## config.mk

```make
export PLATFORM = sky130hd
export DESIGN_NAME = ysyx_25060173_wb_arbiter
export DESIGN_NICKNAME = d
export VERILOG_FILES = /design/src/rtl/ysyx_25060173_wb_arbiter_pkg.sv /design/src/rtl/ysyx_25060173_wb_scoreboard.sv /design/src/rtl/ysyx_25060173_wb_arbiter.sv
export SDC_FILE = /design/constraint.sdc
export NUM_CORES = 1
export LEC_CHECK = 0
export ABC_AREA = 1
export CORE_ASPECT_RATIO = 1.25
export CORE_UTILIZATION = 25
export CTS_CLUSTER_SIZE = 12
export DETAILED_ROUTE_END_ITERATION = 12
export PLACE_DENSITY = 0.61
export SYNTH_ARGS = -nofsm -noshare
export SYNTH_HDL_FRONTEND = slang
export SYNTH_HIERARCHICAL = 1
export SYNTH_SLANG_ARGS = --single-unit
```

## constraint.sdc

```tcl
create_clock -name clk -period 1.3 [get_ports clk]
set_input_delay 0.13 -clock clk [delete_from_list [all_inputs] [get_ports clk]]
set_output_delay 0.13 -clock clk [all_outputs]
set_load 0.05 [all_outputs]
```

## src/rtl/ysyx_25060173_wb_arbiter_pkg.sv

```systemverilog
// Shared definitions for the write-back arbiter and its scoreboard.
// Optional feature macro: YSYX_25060173_WBARB_RR_EN (round-robin arbitration).
package ysyx_25060173_wb_arbiter_pkg;

    localparam int unsigned WB_ADDR_WIDTH = 5;
    localparam int unsigned WB_DATA_WIDTH = 32;

    localparam logic REQ_EXU = 1'b0;
    localparam logic REQ_LSU = 1'b1;

    typedef struct packed {
        logic                     valid;
        logic [WB_ADDR_WIDTH-1:0] addr;
        logic [WB_DATA_WIDTH-1:0] data;
    } wb_req_t;

endpackage

```

## src/rtl/ysyx_25060173_wb_scoreboard.sv

```systemverilog
// Per-register pending-write scoreboard: one set port, one clear port, two query ports.
// Entry 0 never becomes busy.
module ysyx_25060173_wb_scoreboard
    import ysyx_25060173_wb_arbiter_pkg::*;
#(
    parameter int unsigned ADDR_WIDTH = WB_ADDR_WIDTH
) (
    input  logic                       clk,
    input  logic                       rst_n,
    input  logic                       set_en_i,
    input  logic [ADDR_WIDTH-1:0]      set_addr_i,
    input  logic                       clr_en_i,
    input  logic [ADDR_WIDTH-1:0]      clr_addr_i,
    input  logic [ADDR_WIDTH-1:0]      qa_addr_i,
    output logic                       qa_busy_o,
    input  logic [ADDR_WIDTH-1:0]      qb_addr_i,
    output logic                       qb_busy_o,
    output logic [(1<<ADDR_WIDTH)-1:0] busy_o
);

    localparam int unsigned NumRegs = 1 << ADDR_WIDTH;

    logic [NumRegs-1:0] busy_q, busy_d;

    // Clear first so a set on a different register in the same cycle survives.
    always_comb begin
        busy_d = busy_q;
        if (clr_en_i) begin
            busy_d[clr_addr_i] = 1'b0;
        end
        if (set_en_i) begin
            busy_d[set_addr_i] = 1'b1;
        end
        busy_d[0] = 1'b0;
    end

    always_ff @(posedge clk or negedge rst_n) begin
        if (!rst_n) begin
            busy_q <= '0;
        end else begin
            busy_q <= busy_d;
        end
    end

    assign qa_busy_o = (qa_addr_i != '0) && busy_q[qa_addr_i];
    assign qb_busy_o = (qb_addr_i != '0) && busy_q[qb_addr_i];
    assign busy_o    = busy_q;

endmodule

```

## src/rtl/ysyx_25060173_wb_arbiter.sv

```systemverilog
// Write-back scheduler: arbitrates EXU/LSU onto the single register-file write port.
// Define YSYX_25060173_WBARB_RR_EN for round-robin; otherwise the LSU has fixed priority.
module ysyx_25060173_wb_arbiter
    import ysyx_25060173_wb_arbiter_pkg::*;
#(
    parameter int unsigned ADDR_WIDTH = WB_ADDR_WIDTH,
    parameter int unsigned DATA_WIDTH = WB_DATA_WIDTH
) (
    input  logic                  clk,
    input  logic                  rst_n,
    input  logic                  issue_valid_i,
    input  logic [ADDR_WIDTH-1:0] issue_rd_i,
    output logic                  issue_ready_o,
    input  logic                  req0_valid_i,
    input  logic [ADDR_WIDTH-1:0] req0_addr_i,
    input  logic [DATA_WIDTH-1:0] req0_data_i,
    output logic                  req0_ready_o,
    input  logic                  req1_valid_i,
    input  logic [ADDR_WIDTH-1:0] req1_addr_i,
    input  logic [DATA_WIDTH-1:0] req1_data_i,
    output logic                  req1_ready_o,
    output logic                  rf_we_o,
    output logic [ADDR_WIDTH-1:0] rf_waddr_o,
    output logic [DATA_WIDTH-1:0] rf_wdata_o,
    input  logic [ADDR_WIDTH-1:0] rs1_addr_i,
    input  logic [ADDR_WIDTH-1:0] rs2_addr_i,
    output logic                  rs1_busy_o,
    output logic                  rs2_busy_o
);

    typedef struct packed {
        logic                  valid;
        logic [ADDR_WIDTH-1:0] addr;
        logic [DATA_WIDTH-1:0] data;
    } req_t;

    req_t req0, req1, win;
    logic gnt0, gnt1, gnt_sel;

    logic                  rf_we_q, rf_we_d;
    logic [ADDR_WIDTH-1:0] rf_waddr_q, rf_waddr_d;
    logic [DATA_WIDTH-1:0] rf_wdata_q, rf_wdata_d;

    logic [(1<<ADDR_WIDTH)-1:0] busy;
    logic                       issue_set;

    assign req0 = '{valid: req0_valid_i, addr: req0_addr_i, data: req0_data_i};
    assign req1 = '{valid: req1_valid_i, addr: req1_addr_i, data: req1_data_i};

`ifdef YSYX_25060173_WBARB_RR_EN
    logic last_q, last_d;

    // On contention the requester not granted last time wins.
    assign gnt1 = req1.valid && (!req0.valid || (last_q == REQ_EXU));
    assign gnt0 = req0.valid && !gnt1;

    always_comb begin
        last_d = last_q;
        if (gnt0 || gnt1) begin
            last_d = gnt_sel;
        end
    end

    // Reset value makes req0 win the first contended cycle.
    always_ff @(posedge clk or negedge rst_n) begin
        if (!rst_n) begin
            last_q <= REQ_LSU;
        end else begin
            last_q <= last_d;
        end
    end
`else
    assign gnt1 = req1.valid;
    assign gnt0 = req0.valid && !req1.valid;
`endif

    assign gnt_sel      = gnt1 ? REQ_LSU : REQ_EXU;
    assign win          = (gnt_sel == REQ_LSU) ? req1 : req0;
    assign req0_ready_o = gnt0;
    assign req1_ready_o = gnt1;

    always_comb begin
        rf_we_d    = 1'b0;
        rf_waddr_d = rf_waddr_q;
        rf_wdata_d = rf_wdata_q;
        if (gnt0 || gnt1) begin
            rf_we_d    = (win.addr != '0);
            rf_waddr_d = win.addr;
            rf_wdata_d = win.data;
        end
    end

    always_ff @(posedge clk or negedge rst_n) begin
        if (!rst_n) begin
            rf_we_q    <= 1'b0;
            rf_waddr_q <= '0;
            rf_wdata_q <= '0;
        end else begin
            rf_we_q    <= rf_we_d;
            rf_waddr_q <= rf_waddr_d;
            rf_wdata_q <= rf_wdata_d;
        end
    end

    assign rf_we_o    = rf_we_q;
    assign rf_waddr_o = rf_waddr_q;
    assign rf_wdata_o = rf_wdata_q;

    // WAW stall: a destination with a write outstanding cannot be re-issued.
    assign issue_ready_o = !((issue_rd_i != '0) && busy[issue_rd_i]);
    assign issue_set     = issue_valid_i && issue_ready_o && (issue_rd_i != '0);

    ysyx_25060173_wb_scoreboard #(
        .ADDR_WIDTH (ADDR_WIDTH)
    ) u_scoreboard (
        .clk        (clk),
        .rst_n      (rst_n),
        .set_en_i   (issue_set),
        .set_addr_i (issue_rd_i),
        .clr_en_i   (rf_we_q),
        .clr_addr_i (rf_waddr_q),
        .qa_addr_i  (rs1_addr_i),
        .qa_busy_o  (rs1_busy_o),
        .qb_addr_i  (rs2_addr_i),
        .qb_busy_o  (rs2_busy_o),
        .busy_o     (busy)
    );

endmodule

```

==> flow_metrics.env, run 1 <==
export IMPL_crit_path_end_kind="output pin"
export IMPL_start_util_pct=25.6
export IMPL_via_per_inst=4.69
export IMPL_postRouteAntennaNets=0
export IMPL_layout_setup_ws_ns=-0.419
export IMPL_syn_area_mm2=0.00415
export IMPL_hold_violations=0
export IMPL_fp_dieH_um=146
export IMPL_grt_usage_pct=19.6
export IMPL_dp_slack_ns=-0.898
export IMPL_core_rowCount=52
export IMPL_crit_chain="inv_1 -> nand2_1 -> nand3_1 -> a21oi_1 -> nor2_2 -> nand2_2 -> buf_4 -> nand3_4 -> buf_12"
export IMPL_n_fill_cell=1561
export IMPL_syn_num_nets=706
export IMPL_synth_cells=612
export IMPL_cts_root_buf="clkbuf_16"
export IMPL_p_leak_nw=3.56
export IMPL_grt_antenna_before_repair=0
export IMPL_utilization_pct=46.4
export IMPL_post_dp_cell_area_mm2=0.00669
export IMPL_first_iter_violations=343
export IMPL_critical_path_startpoint_type="flop"
export IMPL_cts_tree="built"
export IMPL_ir_worst_vdd_v=0.000678
export IMPL_dpl_hpwl_um=12600
export IMPL_drive_above_1_share_pct=29.2
export IMPL_final_min_clock_period_ns=1.72
export IMPL_place_port_buffers=136
export IMPL_crit_type="reg2out"
export IMPL_num_vias=4932
export IMPL_cts_max_path_buffers=2
export IMPL_skew_ns=0.00778
export IMPL_grt_pass1_vias=4796
export IMPL_dieArea_mm2=0.0171
export IMPL_io_pins=137
export IMPL_p_per_area_mw_per_mm2=1460
export IMPL_worstPathArrival_ns=1.59
export IMPL_ys_seq_elements=69
export IMPL_violations="negative setup slack"
export IMPL_grt_pass1_wl_um=25300
export IMPL_period_share_pct=132
export IMPL_fmax_mhz=582
export IMPL_syn_to_final_growth_pct=81.3
export IMPL_yosys_area_top_type_share_pct=41.6
export IMPL_status="finished, violations left"
export IMPL_final_cell_area_mm2=0.00752
export IMPL_setup_violations=34
export IMPL_drt_wirelength_per_cell_um=15.5
export IMPL_antenna_cells=0
export IMPL_firstDrtPassIters=5
export IMPL_path_clk_slew_ns=0.06
export IMPL_hold_class="in2async"
export IMPL_place_gp_congestion=0.959
export IMPL_yosysSeqAreaShare_pct=41.6
export IMPL_numCtsBuffers=9
export IMPL_synth_area_top_cells="dfrtp_1, nand2_1, nand3_1"
export IMPL_cp_max_fo=2
export IMPL_critPathMaxStageDelay_ns=0.36
export IMPL_synth_distinct_cells=25
export IMPL_core_mm2=0.0162
export IMPL_grt_max_degree=34
export IMPL_final_nets=924
export IMPL_holdWs_ns=0.244
export IMPL_slew_violations=0
export IMPL_clock_latency_ns=0.33
export IMPL_grt_overflow_total=0
export IMPL_cts_sinks=69
export IMPL_maxCapViolations=0
export IMPL_yosys_area_top_type="dfrtp_1"
export IMPL_drcViolationCount=0
export IMPL_syn_area_per_cell_um2=6.78
export IMPL_yosys_warnings=6
export IMPL_worstPathRequired_ns=1.17
export IMPL_critPathSlowestCell="dfrtp_1"
export IMPL_h_tree_depth=3
export IMPL_routed_wirelength_um=16300
export IMPL_rsz0062_at_grt="true"
export IMPL_die_x_um=117
[cell usage in the layout (no fill, tap or decap), types with 2 or more instances in the layout]
cell type	Yosys	layout
clkbuf_8	0	4
dlygate4sd2_1	0	7
nand2_2	3	14
inv_2	3	21
mux2i_1	3	3
buf_4	2	58
nand3_4	0	4
o21ai_0	69	38
nand3_1	113	102
nor2_2	2	5
bufbuf_16	0	2
clkdlybuf4s50_1	0	85
clkbuf_16	0	9
clkinv_2	0	2
inv_4	1	8
nand3_2	1	8
inv_1	61	36
o21ai_2	0	25
buf_12	0	50
o21ai_1	4	10
dfrtp_1	69	69
nand2_1	231	220
nor2_1	17	14
buf_6	8	28
[cell usage after synthesis]
cell      count
dfrtp_1      69
nand3_2       1
inv_6         1
nor2_1       17
or2_2         1
inv_4         1
nor2_2        2
inv_1        61
nand2_2       3
o21ai_1       4
inv_2         3
buf_6         8
o211ai_1      1
o21ai_0      69
a21oi_2       1
nand2_1     231
a21oi_1       2
mux2i_1       3
or2_1         1
buf_2        15
conb_1        1
buf_4         2
a31oi_1       1
nand4_1       1
nand3_1     113
[stage by stage]
stage | TNS (ns) | instances | total power, mW
2_1_floorplan | -2.33 | 612 | 4.96
3_3_place_gp | -28.64 | 1016 | 7.50
3_5_place_dp | -30.23 | 1016 | 7.53
4_1_cts | -9.99 | 1044 | 10.6
5_1_grt | -14.50 | 1051 | 11.5
6_report | -11.01 | 1051 | 11.0
[sequential cells by signal, indices dropped and copies added, names as in the netlist]
signal / cells
rf_wdata_o: 32
rf_we_o: 1
rf_waddr_o: 5
u_scoreboard/busy_o: 31
[kinds of logic after synthesis]
group | synth area share (%)
compound gates | 9.59
buf+inv | 10.5
flops | 41.6
mux | 0.724
other cells | 0.0904
simple gates | 37.5
[metal layers]
| metal | vias up | part of all wire (%) | GRT usage (%) |
|---|---|---|---|
| li1 | 2405 | - | - |
| met1 | 2224 | 37 | 22.0 |
| met2 | 250 | 47 | 31.9 |
| met3 | 53 | 9.9 | 6.64 |
| met4 | 0 | 5.5 | 11.5 |
| met5 | - | 0 | 0 |
[where the power goes]
part | switching, mW | leakage (nW) | internal [mW]
Clock | 0.909 | 0.148 | 1.49
Sequential | 0.504 | 0.830 | 2.70
Combinational | 2.73 | 2.59 | 2.64
Total | 4.14 | 3.56 | 6.83
[worst paths after layout]
kind | from | to | slack (ns) | cells after the start
worst max-delay path | u_scoreboard/busy_o[5] | issue_ready_o | -0.42 | 9
max in group asynchronous | rst_n | u_scoreboard/busy_o[8] | 0.55 | 3
worst min-delay path | rst_n | rf_wdata_o[5] | 0.24 | 2
worst min register to register | rf_wdata_o[18] | rf_wdata_o[18] | 0.56 | 2
min in group clk | req0_data_i[14] | rf_wdata_o[14] | 0.35 | 3
worst max register to register | u_scoreboard/busy_o[12] | u_scoreboard/busy_o[18] | -0.35 | 10
[critical path: cells and delay by family, from the launching register on]
family | cells | cell delay, ns
AND/OR/NAND/NOR | 5 | 0.35
AO/OA/AOI/OAI | 1 | 0.20
buffers and inverters | 3 | 0.34
flip-flops | 1 | 0.36
[cell type report]
| class | count | area [µm²] | share of cell area [%] |
|---|---|---|---|
| flip-flops and latches | 69 | 1730 | 22.9 |
| clock buffers | 13 | 280 | 3.72 |
| well taps | 216 | 270 | 3.59 |
| multi-input cells | 452 | 2210 | 29.4 |
| clock inverters | 3 | 17.5 | 0.233 |
| repair buffers | 232 | 2740 | 36.5 |
| inverters | 66 | 273 | 3.62 |
[timing repair]
item	in CTS	in global routing
cloned	2	0
hold endpoints to repair	9	0
resized for setup	115	39
buffers inserted	9	7
setup endpoints to repair	35	34
hold buffers	1	0
pin swaps	47	26
Power figures use the tool's default switching activity.
==> inputs of run 2 (changes only) <==
CORE_ASPECT_RATIO = default   (was 1.25)
CORE_UTILIZATION = 35   (was 25)
PLACE_DENSITY = 0.76   (was 0.61)
RECOVER_POWER = 25   (was default)
==> run 2 against run 1 <==
  * The flow still finishes with violations (negative setup slack)
  * Sequential share of layout area grew 0.74 points
  * Power shrank 4.3%
  * Die area shrank 28%
  * Routed wire length shrank 4.5%
  * Sequential cell count is the same
  * Sequential power is essentially flat
  * Global-route usage grew 5.1 points
  * Cell area shrank 3.1%
  * Critical path type is now reg2reg
  * Largest power group unchanged
==> flow_metrics.env, run 2 (same netlist as run 1, synthesis figures left out) <==
export IMPL_status="finished, violations left"
export IMPL_violations="negative setup slack"
export IMPL_r2r_setup_slack_ns=-0.52
export IMPL_maxCapViolations=0
export IMPL_h_tree_depth=3
export IMPL_critPathMaxStageDelay_ns=0.39
export IMPL_postRouteAntennaNets=0
export IMPL_drive_above_1_share_pct=28.0
export IMPL_rsz0062_at_grt="true"
export IMPL_cp_max_fo=8
export IMPL_numCtsBuffers=9
export IMPL_dpl_hpwl_um=11300
export IMPL_reg2reg_to="u_scoreboard/busy_o[10]"
export IMPL_final_cell_mix="nand2_1, nand3_1, clkdlybuf4s50_1, dfrtp_1, buf_4"
export IMPL_ir_worst_vdd_v=0.000855
export IMPL_firstDrtPassIters=5
export IMPL_largest_register_ffs=32
export IMPL_final_min_clock_period_ns=1.82
export IMPL_fmax_mhz=551
export IMPL_grt_antenna_before_repair=0
export IMPL_worst_r2r_path_depth=11
export IMPL_cts_max_path_buffers=2
export IMPL_io_pins=137
export IMPL_critical_path_startpoint_type="flop"
export IMPL_tightest_slew_ns=0.876
export IMPL_min_from="req0_data_i[31]"
export IMPL_antenna_cells=0
export IMPL_place_gp_congestion=0.984
export IMPL_core_rowCount=39
export IMPL_grt_usage_pct=24.8
export IMPL_p_per_area_mw_per_mm2=1440
export IMPL_p_comb_share_pct=48.0
export IMPL_layout_setup_ws_ns=-0.515
export IMPL_hold_end="rf_wdata_o[31]"
export IMPL_multi_input_area_mm2=0.00229
export IMPL_syn_to_final_growth_pct=75.6
export IMPL_setup_violations=34
export IMPL_hold_class="in2reg"
export IMPL_first_iter_violations=506
export IMPL_drt_wirelength_per_cell_um=16.2
export IMPL_utilization_pct=63.6
export IMPL_routed_wirelength_um=15600
export IMPL_p_int_mw=6.50
export IMPL_clock_latency_ns=0.33
export IMPL_start_util_pct=36.2
export IMPL_final_common_cell="nand2_1"
export IMPL_setup_tns_ns=-16.53
export IMPL_crit_chain="buf_4 -> nand2_2 -> nand2_1 -> nand2_1 -> a21oi_2 -> nor2_1 -> nand2_2 -> a21oi_4 -> buf_12 -> nand3_4 -> o21ai_2"
export IMPL_via_per_inst=5.17
export IMPL_grt_max_degree=70
export IMPL_dieArea_mm2=0.0123
export IMPL_grt_pass1_wl_um=23900
export IMPL_cts_tree="built"
export IMPL_num_vias=4972
export IMPL_crit_buf_inv=2
export IMPL_swShare_pct=38.1
export IMPL_drcViolationCount=0
export IMPL_crit_type="reg2reg"
export IMPL_path_clk_slew_ns=0.05
export IMPL_slew_violations=0
export IMPL_whs_path_depth=3
export IMPL_worstPathArrival_ns=2.06
export IMPL_clkPwrFrac_pct=21.5
export IMPL_cp_top_family="simple AND/OR/NAND/NOR gates"
export IMPL_relSlewSlack_pct=41.6
export IMPL_power_switching_mw=4.01
export IMPL_period_share_pct=140
export IMPL_final_nets=909
export IMPL_grt_pass1_vias=4703
export IMPL_grt_overflow_total=0
export IMPL_core_mm2=0.0115
export IMPL_p_leak_nw=3.48
export IMPL_cts_root_buf="clkbuf_16"
export IMPL_cts_sinks=69
export IMPL_hold_violations=0
export IMPL_fp_dieH_um=111
export IMPL_critPathSlowestCell="dfrtp_1"
export IMPL_seq_power_share_pct=30.4
export IMPL_n_fill_cell=954
export IMPL_r2r_start="u_scoreboard/busy_o[6]"
export IMPL_crit_path_end_kind="flop"
export IMPL_skew_ns=0.00565
export IMPL_worstPathRequired_ns=1.55
export IMPL_die_x_um=111
export IMPL_seq_area_mm2=0.00173
export IMPL_place_port_buffers=136
## run 2: cell types whose count changed in the layout (fill, tap and decap cells not counted), sizes merged
cell,before,now
clkbuf,13,14
clkdlybuf4s50,85,89
dlygate4sd2,7,3
buf,137,122
clkinv,2,1
clkinvlp,1,0
## run 2: area by class of cell
type / instances / area share (%)
clock buffers: 14 / 3.76
inverters: 66 / 3.60
flip-flops and latches: 69 / 23.7
clock inverters: 1 / 0.0687
multi-input cells: 452 / 31.4
well taps: 143 / 2.45
repair buffers: 217 / 35.0
## run 2: power groups by stage
stage | Clock, mW | Sequential [mW] | Combinational (mW)
floorplan | 0 | 3.45 | 1.51
global placement | 0 | 3.20 | 4.15
detailed placement | 0 | 3.21 | 4.21
CTS | 2.31 | 3.19 | 4.60
global route | 2.40 | 3.23 | 5.36
finish | 2.26 | 3.20 | 5.05
## run 2: what timing repair did
action,4_1_cts,5_1_grt
hold endpoints to repair,69,0
gates resized for setup,86,47
pin swaps,38,24
hold buffers,1,0
setup endpoints to repair,35,34
buffers inserted,6,2
cloned,2,0
## run 2: how the worst max path moves through the flow
stage,from,endpoint,slack (ns),cells after the start
after global placement,issue_rd_i[0],u_scoreboard/busy_o[9],-0.81,12
after floorplan,u_scoreboard/busy_o[1],u_scoreboard/busy_o[10],-0.08,9
after global routing,u_scoreboard/busy_o[6],u_scoreboard/busy_o[10],-0.58,11
after detailed placement,issue_rd_i[0],u_scoreboard/busy_o[13],-0.89,12
after CTS,u_scoreboard/busy_o[9],rs1_busy_o,-0.45,9
final,u_scoreboard/busy_o[6],u_scoreboard/busy_o[10],-0.52,11
## run 2: through the flow
step / area, µm² / power, mW / cells / setup WS [ns] / hold slack [ns]
after global placement: 6540 / 7.35 / 936 / -0.811 / 0.186
after detailed placement: 6540 / 7.43 / 936 / -0.887 / 0.184
after CTS: 7140 / 10.1 / 960 / -0.450 / 0.343
after global routing: 7290 / 11.0 / 962 / -0.577 / 0.365
after floorplan: 4150 / 4.96 / 612 / -0.0835 / -0.166
final: 7290 / 10.5 / 962 / -0.515 / 0.355
## run 2: tightest hold or removal path, delay by kind of cell
| kind | cells | cell delay (ns) |
|---|---|---|
| simple gates | 2 | 0.12 |
| buf+inv | 1 | 0.39 |
## run 2: routing by layer
layer | up-vias | share of wire, % | GRT usage, %
met5 | - | 0 | 0
met4 | 0 | 5.0 | 12.9
met3 | 60 | 9.4 | 7.05
met2 | 275 | 49 | 41.0
met1 | 2259 | 37 | 29.2
li1 | 2378 | - | -
